`src/rtl/rtclock_event_sched.sv`:
```
// rtclock_event_sched
// Timed-event scheduler for the rtclock sec/nsec time base. Each requester arms
// one target time. A single {sec,nsec} comparator is shared by scanning the slots
// round-robin, one slot per clock. A slot produces a one-cycle fire pulse when
// its target is reached. It produces a late pulse instead if the target had
// already passed when the slot was first evaluated. An arm request whose nsec is
// out of range is answered with a rej pulse.
module rtclock_event_sched #(
    parameter int N_REQ      = 4,
    parameter int SEC_WIDTH  = 48,
    parameter int NSEC_WIDTH = 30,
    parameter int NSEC_MAX   = 999999999
) (
    input  logic                          clk,
    input  logic                          rst,
    input  logic [SEC_WIDTH-1:0]          sec,
    input  logic [NSEC_WIDTH-1:0]         nsec,
    input  logic [N_REQ-1:0]              req_valid,
    output logic [N_REQ-1:0]              req_ready,
    input  logic [N_REQ*SEC_WIDTH-1:0]    req_sec,
    input  logic [N_REQ*NSEC_WIDTH-1:0]   req_nsec,
    input  logic [N_REQ-1:0]              cancel,
    output logic [N_REQ-1:0]              armed,
    output logic [N_REQ-1:0]              fire,
    output logic [N_REQ-1:0]              late,
    output logic [N_REQ-1:0]              rej
);

    localparam int PTR_W = (N_REQ > 1) ? $clog2(N_REQ) : 1;
    localparam logic [NSEC_WIDTH-1:0] NSEC_LIMIT = NSEC_WIDTH'(NSEC_MAX);

    // Scan pointer: names the one slot that owns the comparator this cycle.
    logic [PTR_W-1:0]      ptr_reg;

    // Target storage. It is never reset; it is only meaningful while the slot is armed.
    logic [SEC_WIDTH-1:0]  tgt_sec_mem  [N_REQ];
    logic [NSEC_WIDTH-1:0] tgt_nsec_mem [N_REQ];

    logic [N_REQ-1:0]      accept;
    logic [N_REQ-1:0]      nsec_ok;
    logic [N_REQ-1:0]      eval_sel;
    logic [SEC_WIDTH-1:0]  cur_tgt_sec;
    logic [NSEC_WIDTH-1:0] cur_tgt_nsec;
    logic                  expired;

    // A slot can only be armed while it is idle and not being cancelled.
    // Reset also blocks new arms.
    assign req_ready = ~armed & ~cancel & {N_REQ{~rst}};

    // Scan pointer advances every clock whatever the slots hold, wrapping at N_REQ-1.
    always_ff @(posedge clk or posedge rst) begin
        if (rst) begin
            ptr_reg <= '0;
        end else if (ptr_reg == PTR_W'(N_REQ - 1)) begin
            ptr_reg <= '0;
        end else begin
            ptr_reg <= ptr_reg + PTR_W'(1);
        end
    end

    // Shared comparator: the selected slot's target against the live time.
    // Comparing the concatenation as one unsigned value gives sec-major ordering.
    always_comb begin
        cur_tgt_sec  = tgt_sec_mem[ptr_reg];
        cur_tgt_nsec = tgt_nsec_mem[ptr_reg];
        expired      = ({sec, nsec} >= {cur_tgt_sec, cur_tgt_nsec});
    end

    // Latch a target only when the arm is accepted and its nsec is legal.
    always_ff @(posedge clk) begin
        for (int i = 0; i < N_REQ; i++) begin
            if (accept[i] && nsec_ok[i]) begin
                tgt_sec_mem[i]  <= req_sec[i*SEC_WIDTH +: SEC_WIDTH];
                tgt_nsec_mem[i] <= req_nsec[i*NSEC_WIDTH +: NSEC_WIDTH];
            end
        end
    end

    for (genvar gi = 0; gi < N_REQ; gi++) begin : g_slot
        logic                  armed_reg;
        logic                  fresh_reg;
        logic                  fire_reg;
        logic                  late_reg;
        logic                  rej_reg;
        logic [NSEC_WIDTH-1:0] slot_nsec;

        assign slot_nsec    = req_nsec[gi*NSEC_WIDTH +: NSEC_WIDTH];
        assign nsec_ok[gi]  = (slot_nsec <= NSEC_LIMIT);
        assign accept[gi]   = req_valid[gi] & req_ready[gi];
        assign eval_sel[gi] = (ptr_reg == PTR_W'(gi));

        // Per-slot state. Cancel wins over an expiry in the same cycle.
        // fresh marks a slot that has not been evaluated since arming, so that
        // a target already in the past is reported as late rather than fire.
        always_ff @(posedge clk or posedge rst) begin
            if (rst) begin
                armed_reg <= 1'b0;
                fresh_reg <= 1'b0;
                fire_reg  <= 1'b0;
                late_reg  <= 1'b0;
                rej_reg   <= 1'b0;
            end else begin
                fire_reg <= 1'b0;
                late_reg <= 1'b0;
                rej_reg  <= 1'b0;
                if (cancel[gi]) begin
                    armed_reg <= 1'b0;
                    fresh_reg <= 1'b0;
                end else if (armed_reg) begin
                    if (eval_sel[gi]) begin
                        fresh_reg <= 1'b0;
                        if (expired) begin
                            armed_reg <= 1'b0;
                            if (fresh_reg) begin
                                late_reg <= 1'b1;
                            end else begin
                                fire_reg <= 1'b1;
                            end
                        end
                    end
                end else if (accept[gi]) begin
                    if (nsec_ok[gi]) begin
                        armed_reg <= 1'b1;
                        fresh_reg <= 1'b1;
                    end else begin
                        rej_reg <= 1'b1;
                    end
                end
            end
        end

        assign armed[gi] = armed_reg;
        assign fire[gi]  = fire_reg;
        assign late[gi]  = late_reg;
        assign rej[gi]   = rej_reg;
    end

endmodule

```
`config.mk`:
```
export PLATFORM = sky130hd
export DESIGN_NAME = rtclock_event_sched
export DESIGN_NICKNAME = d
export VERILOG_FILES = /design/src/rtl/rtclock_event_sched.sv
export SDC_FILE = /design/constraint.sdc
export NUM_CORES = 1
export LEC_CHECK = 0
export CAP_MARGIN = 5
export CORE_MARGIN = 1.5
export CORE_UTILIZATION = 48
export DETAILED_ROUTE_END_ITERATION = 7
export PLACE_DENSITY_LB_ADDON = 0.12
export SLEW_MARGIN = 40
export SYNTH_ARGS = -nofsm -noshare
export SYNTH_HDL_FRONTEND = slang
export SYNTH_SLANG_ARGS = --single-unit
```
`constraint.sdc`:
```
create_clock -name clk -period 5.9 [get_ports clk]
set_input_delay 1.18 -clock clk [delete_from_list [all_inputs] [get_ports clk]]
set_output_delay 1.18 -clock clk [all_outputs]
set_load 0.01 [all_outputs]
```
# After elaboration in Yosys (flattened, before gate mapping)
# Memory sizes are Yosys's and may differ from the RTL's.
# Cells that the tools add are included.
# op_classes
muxes	106
eq_ne	7
n_reduce_logical	17
addsub	1
order_cmp	5
bitwise	9
# op_table
cell	count
30-bit less-or-equal comparator (second input constant)	4
1-bit 2-to-1 mux	105
78-bit >= comparator	1
3-bit nonzero test	8
3-bit != test (second input constant)	4
3-bit AND reduction	4
4-bit bitwise AND	2
4-bit NOT	2
1-bit bitwise AND	4
2-bit equality test (second input constant)	2
1-bit logical AND	4
2-bit by 1-bit adder with 2-bit output (second input constant)	1
2-bit by 1-bit equality test with 1-bit output (second input constant)	1
2-bit zero test	1
2-bit 2-to-1 mux	1
1-bit NOT	1
# word_totals
ff_bits	22
memories	2
inputBits	400
out_inout_bits	20
ram_bits	312
word_cells	168
# memory_table
name	words	word_bits	rd	rd_clocked_by_memory_dff	wr	line	text
tgt_sec_mem	4	48	1	0	4	36	logic [SEC_WIDTH-1:0] tgt_sec_mem [N_REQ];
tgt_nsec_mem	4	30	1	0	4	37	logic [NSEC_WIDTH-1:0] tgt_nsec_mem [N_REQ];

# Depth between registers and ports, before layout
# Gate-level depths: netlist of the first run.
# depth
word_depth	7
mapped_depth	14
mapped_depth_nobuf	10

# Worst setup path before layout of the first run
# OpenSTA, ideal clock, no wires.
# synth_timing
kind	input to register
startpoint	in rst
endpoint	reg g_slot[1].armed_reg
setup_ns	0.085
t_required_ns	5.815
arrival_ns	6.121
setup_slack_ns	-0.306
stages	4
n_path_buf	0
cell_sequence	nor3_1 -> nand2_1 -> a21oi_1 -> o221a_1
# synth_between
elab_chain_cells	6
# synth_lines
item	line	text
start, declared	15	input logic rst,
1-bit NOT	48	assign req_ready = ~armed & ~cancel & {N_REQ{~rst}};
4-bit bitwise AND	48	
1-bit bitwise AND	89	assign accept[gi] = req_valid[gi] & req_ready[gi];
1-bit 2-to-1 mux	121	end else if (accept[gi]) begin
1-bit 2-to-1 mux	109	end else if (armed_reg) begin
1-bit 2-to-1 mux	106	if (cancel[gi]) begin
end signal, assigned	107	armed_reg <= 1'b0;
end signal, assigned	113	armed_reg <= 1'b0;
end signal, assigned	123	armed_reg <= 1'b1;
end, declared	80	logic armed_reg;
# No other way between the ends.
# A chain may end at the register's enable or synchronous reset.

# Worst setup path in the final report of the first run
# layout_timing
startpoint	reg ptr_reg[0]
endpoint	reg g_slot[0].armed_reg
# layout_between
elab_chain_cells	6
elab_cells_between_ends	8
cone_classes	order compare: 1; mux: 4; reduce/logical: 1; memory: 2
# layout_lines
item	line	text
start, declared	33	logic [PTR_W-1:0] ptr_reg;
start signal, assigned	57	ptr_reg <= ptr_reg + PTR_W'(1);
memory read 4 x 30 bit / memory read 4 x 48 bit (equally long branches)	--	
78-bit >= comparator	66	expired = ({sec, nsec} >= {cur_tgt_sec, cur_tgt_nsec});
1-bit 2-to-1 mux	112	if (expired) begin
1-bit 2-to-1 mux (*)	110	if (eval_sel[gi]) begin
1-bit 2-to-1 mux (*)	109	
1-bit 2-to-1 mux (*)	106	
end signal, assigned	107	
end signal, assigned	113	
end signal, assigned	123	
end, declared	80	
# Mark *: on every way between the ends. The rest lies on a longest branch, timed or not.

==> results.md, run 1 <==
* Outcome: finished, final reports clean
* FFs w/ async S/R, synth at 6.587%
* Mapped Area at 14,630 sq um
* Net switching power at 0.001091 W
* Max-Slew Margin vs Limit at 47.26%
* Post-CTS resize count at 0
* Clock Skews at 18.35 ps
* Finished Core Util at 68.74%
* Pint at 0.004310 W
* Clock power share at 40.6%
* DRT Pass-1 Iters at 5
* GRT Total Usage at 26.38%
* Crit-path cells: buf_12 -> mux4_2 -> inv_1 -> ha_1 -> a21oi_1 -> o21ai_0 -> a221oi_1 -> o21ai_1 -> a21oi_1 -> and2_4 -> o221a_1
* Max reg flops at 192
* Area of the multi-input gates at 4209 sq um
* Synth top area share at 64.03%
* DR vias/cell at 5.437
* Slowest Stage Delay on Critical Path at 840 ps
* Core area at 29,800 sq um
* Max-cap viol count at 0
* CP max-delay cell: dfrtp_4
* Hold Path Class: reg2reg
* Synth area leader: edfxtp_1
* P&R area growth vs syn at 39.99%
* Setup TNS at 0 ps
* Arrival @ worst endpoint at 4580 ps
* CTS root buf: clkbuf_16
* #FFs+latches synth at 334
* WL per Instance at 24.40 um
* Worst Max-Slew Pin Slew at 791.1 ps
* Pwr/cell area at 263.7 nW/um^2
* Total gr overflow at 0
* FILL cells at 2,016
* Cells after synthesis at 847
* Antenna violations before repair at 11
* Die area at 31,540 sq um
* Most frequent cells in the layout: 419 x clkdlybuf4s50_1, 312 x edfxtp_1, 89 x inv_1
* Net Sw Frac at 20.20%
* Max Clk Rate at 241.5 MHz
* Combinational fraction of design power at 9.5%
* Reg clk slew, reported paths at 60 ps
* CTS tree: built
* VDD IR max at 0.0001989 V
* Yosys warnings at 0
* Endpoint class of the critical path: flip-flop
* Dpl cell area at 19,320 sq um
* Setup repair bufs after CTS at 0
* Clk buf depth at 3
* Dominant synthesized flop cell: edfxtp_1
* Sink Count at 334
* Wire length of the first global-routing pass at 59,060 um
* Critical path required time at 6340 ps
* Post-synth net total at 1,329
* Clk Latency, worst-skew pair at 510 ps
* Commonest non-fill, non-tap cell in the layout: clkdlybuf4s50_1
* Largest Register: tgt_sec_mem
* Die Width at 177.6 um
* Final Instance Area at 20,480 sq um
* Post-CTS Hold Fix Bufs at 0
* Total leakage power at 7.440 nW
* Period minus WS final at 4140 ps
* Total Wirelength at 41,630 um
* Post-synth cell types at 48
* Hold WS at 491.2 ps
* Seq/Total Area, Yosys at 67.80%
* Top Ports at 420
* Fin. max-slew vios at 0
* Setup CP Type: reg2reg
* Unrepaired setup endpoints after global routing: false
* Crit Path Max Fanout at 32
* Final #Nets at 1,763
* Drt drc at 0
* Initial Utilization at 49.11%
* CTS H-Tree Depth at 2
* IO buf count at 419
* Seq pwr share at 49.9%
* # rows at 63
* Biggest regs: tgt_sec_mem x192, tgt_nsec_mem x120
* Crit start category: flip-flop
* Num CTS Buffers at 36
* Final Wtd Congestion at 0.8485
* Period utilization at 70.18%
* Avg Cell Area, Syn at 17.27 sq um
* Main area contributors after synthesis: edfxtp_1 64%, mux4_2 12%, ha_1 7.0%, dfrtp_1 3.8%, inv_1 2.3%
* Vias in the first global route at 9,905
* Largest net degree at the start of global routing at 69
* Routed Antenna Nets at 0
* Final Hold Vio Count at 0
* CP most frequent cell: a21oi_1
* Number of flops mapped to enable cells by yosys at 312
* Hpwl dp at 31,670 um
* Routed vias at 9,275
* Share of layout cells above drive strength 1 at 12.42%
* DR iter-0 viols at 525
* Area taken by flip-flops and latches at 9927 sq um
* R2R Setup Slk at 1760 ps
* Die Ht at 177.6 um
* Endpoints failing setup at 0
[cells by family (layout without fill, tap and decap cells)]
group / Yosys count / in the layout / share of synthesized area, %
and+or+nand+nor: 130 / 130 / 5.336
AOI/OAI and AO/OA: 98 / 98 / 4.182
other: 0 / 12 / 0
buffers and inverters: 125 / 582 / 3.669
adders and majority gates: 82 / 82 / 7.012
DFF: 334 / 334 / 67.80
muxes: 78 / 78 / 12.01
[cell type report]
cell class	instances	area share, %
well taps	390	2.382
inverters	90	1.649
diodes	12	0.1466
clock buffers	47	4.704
repair buffers	431	21.28
clock inverters	14	0.8186
multi-input cells	388	20.55
flip-flops and latches	334	48.47
[critical path: cells and delay by family, from the launching register on]
family	cells	cell delay [ps]
compound gates	6	1600
fa+ha+maj	1	240
buf+inv	2	390
flops	1	840
mux	1	560
simple gates	1	370
[layer usage]
layer	track usage [%]	up-vias	routed length (um)
met3	7.091	102	3653
met4	12.50	2	1899
met5	0	-	9
li1	-	4223	-
met1	31.04	4506	15440
met2	45.02	442	20620
[through the flow]
step / instances / power [W] / setup WS [ps]
finish: 1706 / 0.005401 / 1760
global route: 1701 / 0.005560 / 1462
CTS: 1694 / 0.005437 / 1686
detailed placement: 1633 / 0.003257 / 1271
global placement: 1633 / 0.003245 / 1333
floorplan: 847 / 0.002890 / 1170
[power by group through the flow]
stage                     combinational (W)  clock [W]  sequential [W]
after floorplan                    0.000150          0         0.00274
after global placement             0.000504          0         0.00274
after detailed placement           0.000512          0         0.00274
after CTS                          0.000515    0.00223         0.00270
after global routing               0.000548    0.00231         0.00270
final                              0.000512    0.00219         0.00270
[path summary, 6_finish.rpt]
check / startpoint / end / depth (start not counted)
worst max-delay path: ptr_reg[0] / g_slot[0].armed_reg / 11
worst min-delay path: g_slot[1].fresh_reg / g_slot[1].fire_reg / 1
worst max register to register: ptr_reg[0] / g_slot[0].armed_reg / 11
worst min register to register: g_slot[1].fresh_reg / g_slot[1].fire_reg / 1
max in group asynchronous: rst / ptr_reg[1] / 2
min in group asynchronous: rst / g_slot[2].rej_reg / 2
[synthesized netlist by cell type, types with 7 or more instances]
master    number
edfxtp_1     312
inv_1         90
ha_1          82
mux4_2        78
nand2_1       43
a21oi_1       39
dfrtp_1       22
nand4_1       17
nor2_1        17
buf_4         16
o21ai_0       14
clkbuf_1      10
nand3_1        9
nor3_1         9
buf_1          8
o21ai_1        7
Power figures use the tool's default switching activity.
==> inputs of run 2 (changes only) <==
- clock period: 5.9 -> 4.3 ns (I/O delays scaled with it)
==> results.md, run 2 (same netlist as run 1, synthesis figures left out) <==
* Vias in the first global route at 10,150 (+2.5%)
* Clk buf depth at 3 (unchanged)
* Die area at 31,540 sq um (unchanged)
* DR iter-0 viols at 572 (+9.0%)
* DP Cell Count at 1,649 (+0.98%)
* GR Layer Usage met1 at 32.66% (+1.6 points)
* Pint at 0.005806 W (+35%)
* Endpoints failing setup at 0 (unchanged)
* Seq pwr share at 50.3% (+0.4 points)
* Clock Skews at 13.91 ps (-4.437 ps)
* Share of layout cells above drive strength 1 at 13.73% (+1.3 points)
* Period utilization at 91.24% (+21 points)
* Largest Register: tgt_sec_mem
* Combinational fraction of design power at 9.7% (+0.2 points)
* Total Power at 0.007347 W (+36%)
* VDD IR max at 0.0003202 V (+61%)
* P&R area growth vs syn at 41.35%
* Hpwl dp at 32,850 um (+3.7%)
* Post-CTS resize count at 0 (unchanged)
* Endpoint class of the critical path: flip-flop
* Critical path required time at 4700 ps (-1640 ps)
* Largest net degree at the start of global routing at 67 (-2.9%)
* Wire length of the first global-routing pass at 61,040 um (+3.4%)
* Post-CTS Hold Fix Bufs at 0 (unchanged)
* # rows at 63 (unchanged)
* CTS root buf: clkbuf_16
* Core area at 29,800 sq um (unchanged)
* Final Wtd Congestion at 0.8629 (+1.7%)
* Die Width at 177.6 um (unchanged)
* Met2 usage at 45.39% (+0.37 points)
* Outcome: finished, final reports clean
* Clk Latency, worst-skew pair at 520 ps (about the same)
* Crit start category: flip-flop
* Biggest regs: tgt_sec_mem x192, tgt_nsec_mem x120
* Max reg flops at 192 (unchanged)
* Hold Path Class: reg2reg
* Final #Nets at 1,780 (+0.96%)
* Worst Max-Slew Pin Slew at 697.6 ps (-93.50 ps)
* Worst Slack Setup Final at 376.7 ps (-1383 ps)
* Net Sw Frac at 20.97% (+0.77 points)
* Net switching power at 0.001540 W (+41%)
* Total gr overflow at 0 (unchanged)
* Crit path max-delay family: simple AND/OR/NAND/NOR gates
* Final Hold Vio Count at 0 (unchanged)
* Max Clk Rate at 254.9 MHz (+5.5%)
* Dpl ws at 371.7 ps (-899.2 ps)
* Die Ht at 177.6 um (unchanged)
* Pwr/cell area at 355.2 nW/um^2 (+35%)
* GRT Total Usage at 27.23% (+0.85 points)
* IO buf count at 419 (unchanged)
* Fin. max-slew vios at 0 (unchanged)
* CTS H-Tree Depth at 2 (unchanged)
* Drt drc at 0 (unchanged)
* Most Used Layer, Global Route: met2
* Buffers and inverters on the worst path at 3 (+1)
* Setup repair bufs after CTS at 0 (unchanged)
* Arrival @ worst endpoint at 4320 ps (-260 ps)
* WL per Instance at 24.60 um (+0.82%)
* Met3 global-route usage at 7.798% (+0.71 points)
* Max-cap viol count at 0 (unchanged)
* Commonest non-fill, non-tap cell in the layout: clkdlybuf4s50_1
* Slowest Stage Delay on Critical Path at 660 ps (-180 ps)
* DRT Pass-1 Iters at 5 (unchanged)
* Antenna violations before repair at 16 (+5)
* Sink Count at 334 (unchanged)
* CP most frequent cell: o221a_1
* Max-Slew Margin vs Limit at 53.49% (+6.2 points)
* Total Wirelength at 42,490 um (+2.1%)
* Routed vias at 9,426 (+1.6%)
* Clock power share at 39.9% (-0.7 points)
* Routed Antenna Nets at 0 (unchanged)
* Num CTS Buffers at 37 (+2.8%)
* DR vias/cell at 5.458 (+0.39%)
* Crit Path Max Fanout at 16 (-50%)
* Most frequent cells in the layout: 419 x clkdlybuf4s50_1, 312 x edfxtp_1, 89 x inv_1
* Initial Utilization at 49.11% (unchanged)
* CTS tree: built
* CP max-delay cell: dfrtp_4
* Unrepaired setup endpoints after global routing: false
* Reg clk slew, reported paths at 60 ps (about the same)
* Setup TNS at 0 ps (unchanged)
* Layout Cells excl Fill at 1,727 (+1.2%)
* Crit-path cells: buf_12 -> buf_4 -> mux4_2 -> inv_1 -> ha_1 -> nand4_1 -> nor4_1 -> nand2_1 -> or3_1 -> o221a_1 -> and2_4 -> o221a_1
* Period minus WS final at 3923 ps (-217.1 ps)
* Setup CP Type: reg2reg
* Top Ports at 420 (unchanged)
* Total leakage power at 7.556 nW (+1.6%)
[run 2: cell count changes in the layout (fill, tap and decap cells not counted)]
cell	change
buf_4	+9
buf_12	+7
bufinv_16	-4
clkinv_1	+3
clkbuf_16	+2
clkbuf_8	+2
clkbuf_1	-1
clkinv_2	+1
clkinv_4	+1
diode_2	-1
inv_4	+1
inv_6	+1
[run 2: worst register-to-register path, stage by stage (launching register included)]
cell,delay (ps)
dfrtp_4,660
buf_12,240
buf_4,270
mux4_2,520
inv_1,70
ha_1,160
nand4_1,130
nor4_1,400
nand2_1,220
or3_1,360
o221a_1,280
and2_4,250
o221a_1,240
[run 2: layout make-up]
| cell class | instances | area, sq um |
|---|---|---|
| fill | 2043 | 9115 |
| multi-input combinational | 388 | 4209 |
| inverter | 90 | 337.8 |
| clock inverter | 17 | 87.58 |
| clock buffer | 50 | 1037 |
| sequential | 334 | 9927 |
| timing repair buffer | 447 | 4567 |
| antenna | 11 | 27.53 |
| tap | 390 | 488.0 |
[run 2: power groups by stage]
stage | sequential, W | combinational, W | clock [W]
5_1_grt | 0.00370 | 0.000768 | 0.00309
4_1_cts | 0.00370 | 0.000720 | 0.00298
3_3_place_gp | 0.00376 | 0.000703 | 0
2_1_floorplan | 0.00376 | 0.000206 | 0
6_report | 0.00370 | 0.000714 | 0.00293
3_5_place_dp | 0.00376 | 0.000715 | 0
[run 2: through the flow]
step           hold WS [ps]  util (%)  cell area, sq um
5_1_grt               505.8     69.39             20680
3_5_place_dp          464.9     65.54             19530
4_1_cts               476.0     69.32             20650
6_report              474.4     69.41             20680
2_1_floorplan         444.4         -             14650
3_3_place_gp          469.6     65.54             19530
[run 2: per-layer routing]
metal / vias up / wire, um / part of all wire [%]
li1: 4257 / - / -
met1: 4615 / 15650 / 37
met2: 438 / 20930 / 49
met3: 106 / 4013 / 9.4
met4: 10 / 1831 / 4.3
met5: - / 60 / 0.14
[run 2: worst paths after layout]
path                                startpoint  slack, ps             endpoint  cells past startpoint
setup / recovery                    ptr_reg[0]        380  g_slot[1].armed_reg                     12
setup reg to reg                    ptr_reg[0]        380  g_slot[1].armed_reg                     12
hold / removal             g_slot[0].fresh_reg        470   g_slot[0].fire_reg                      1
min in group asynchronous                  rst        840    g_slot[3].rej_reg                      2
max in group asynchronous                  rst       3070           ptr_reg[1]                      2
hold reg to reg            g_slot[0].fresh_reg        470   g_slot[0].fire_reg                      1
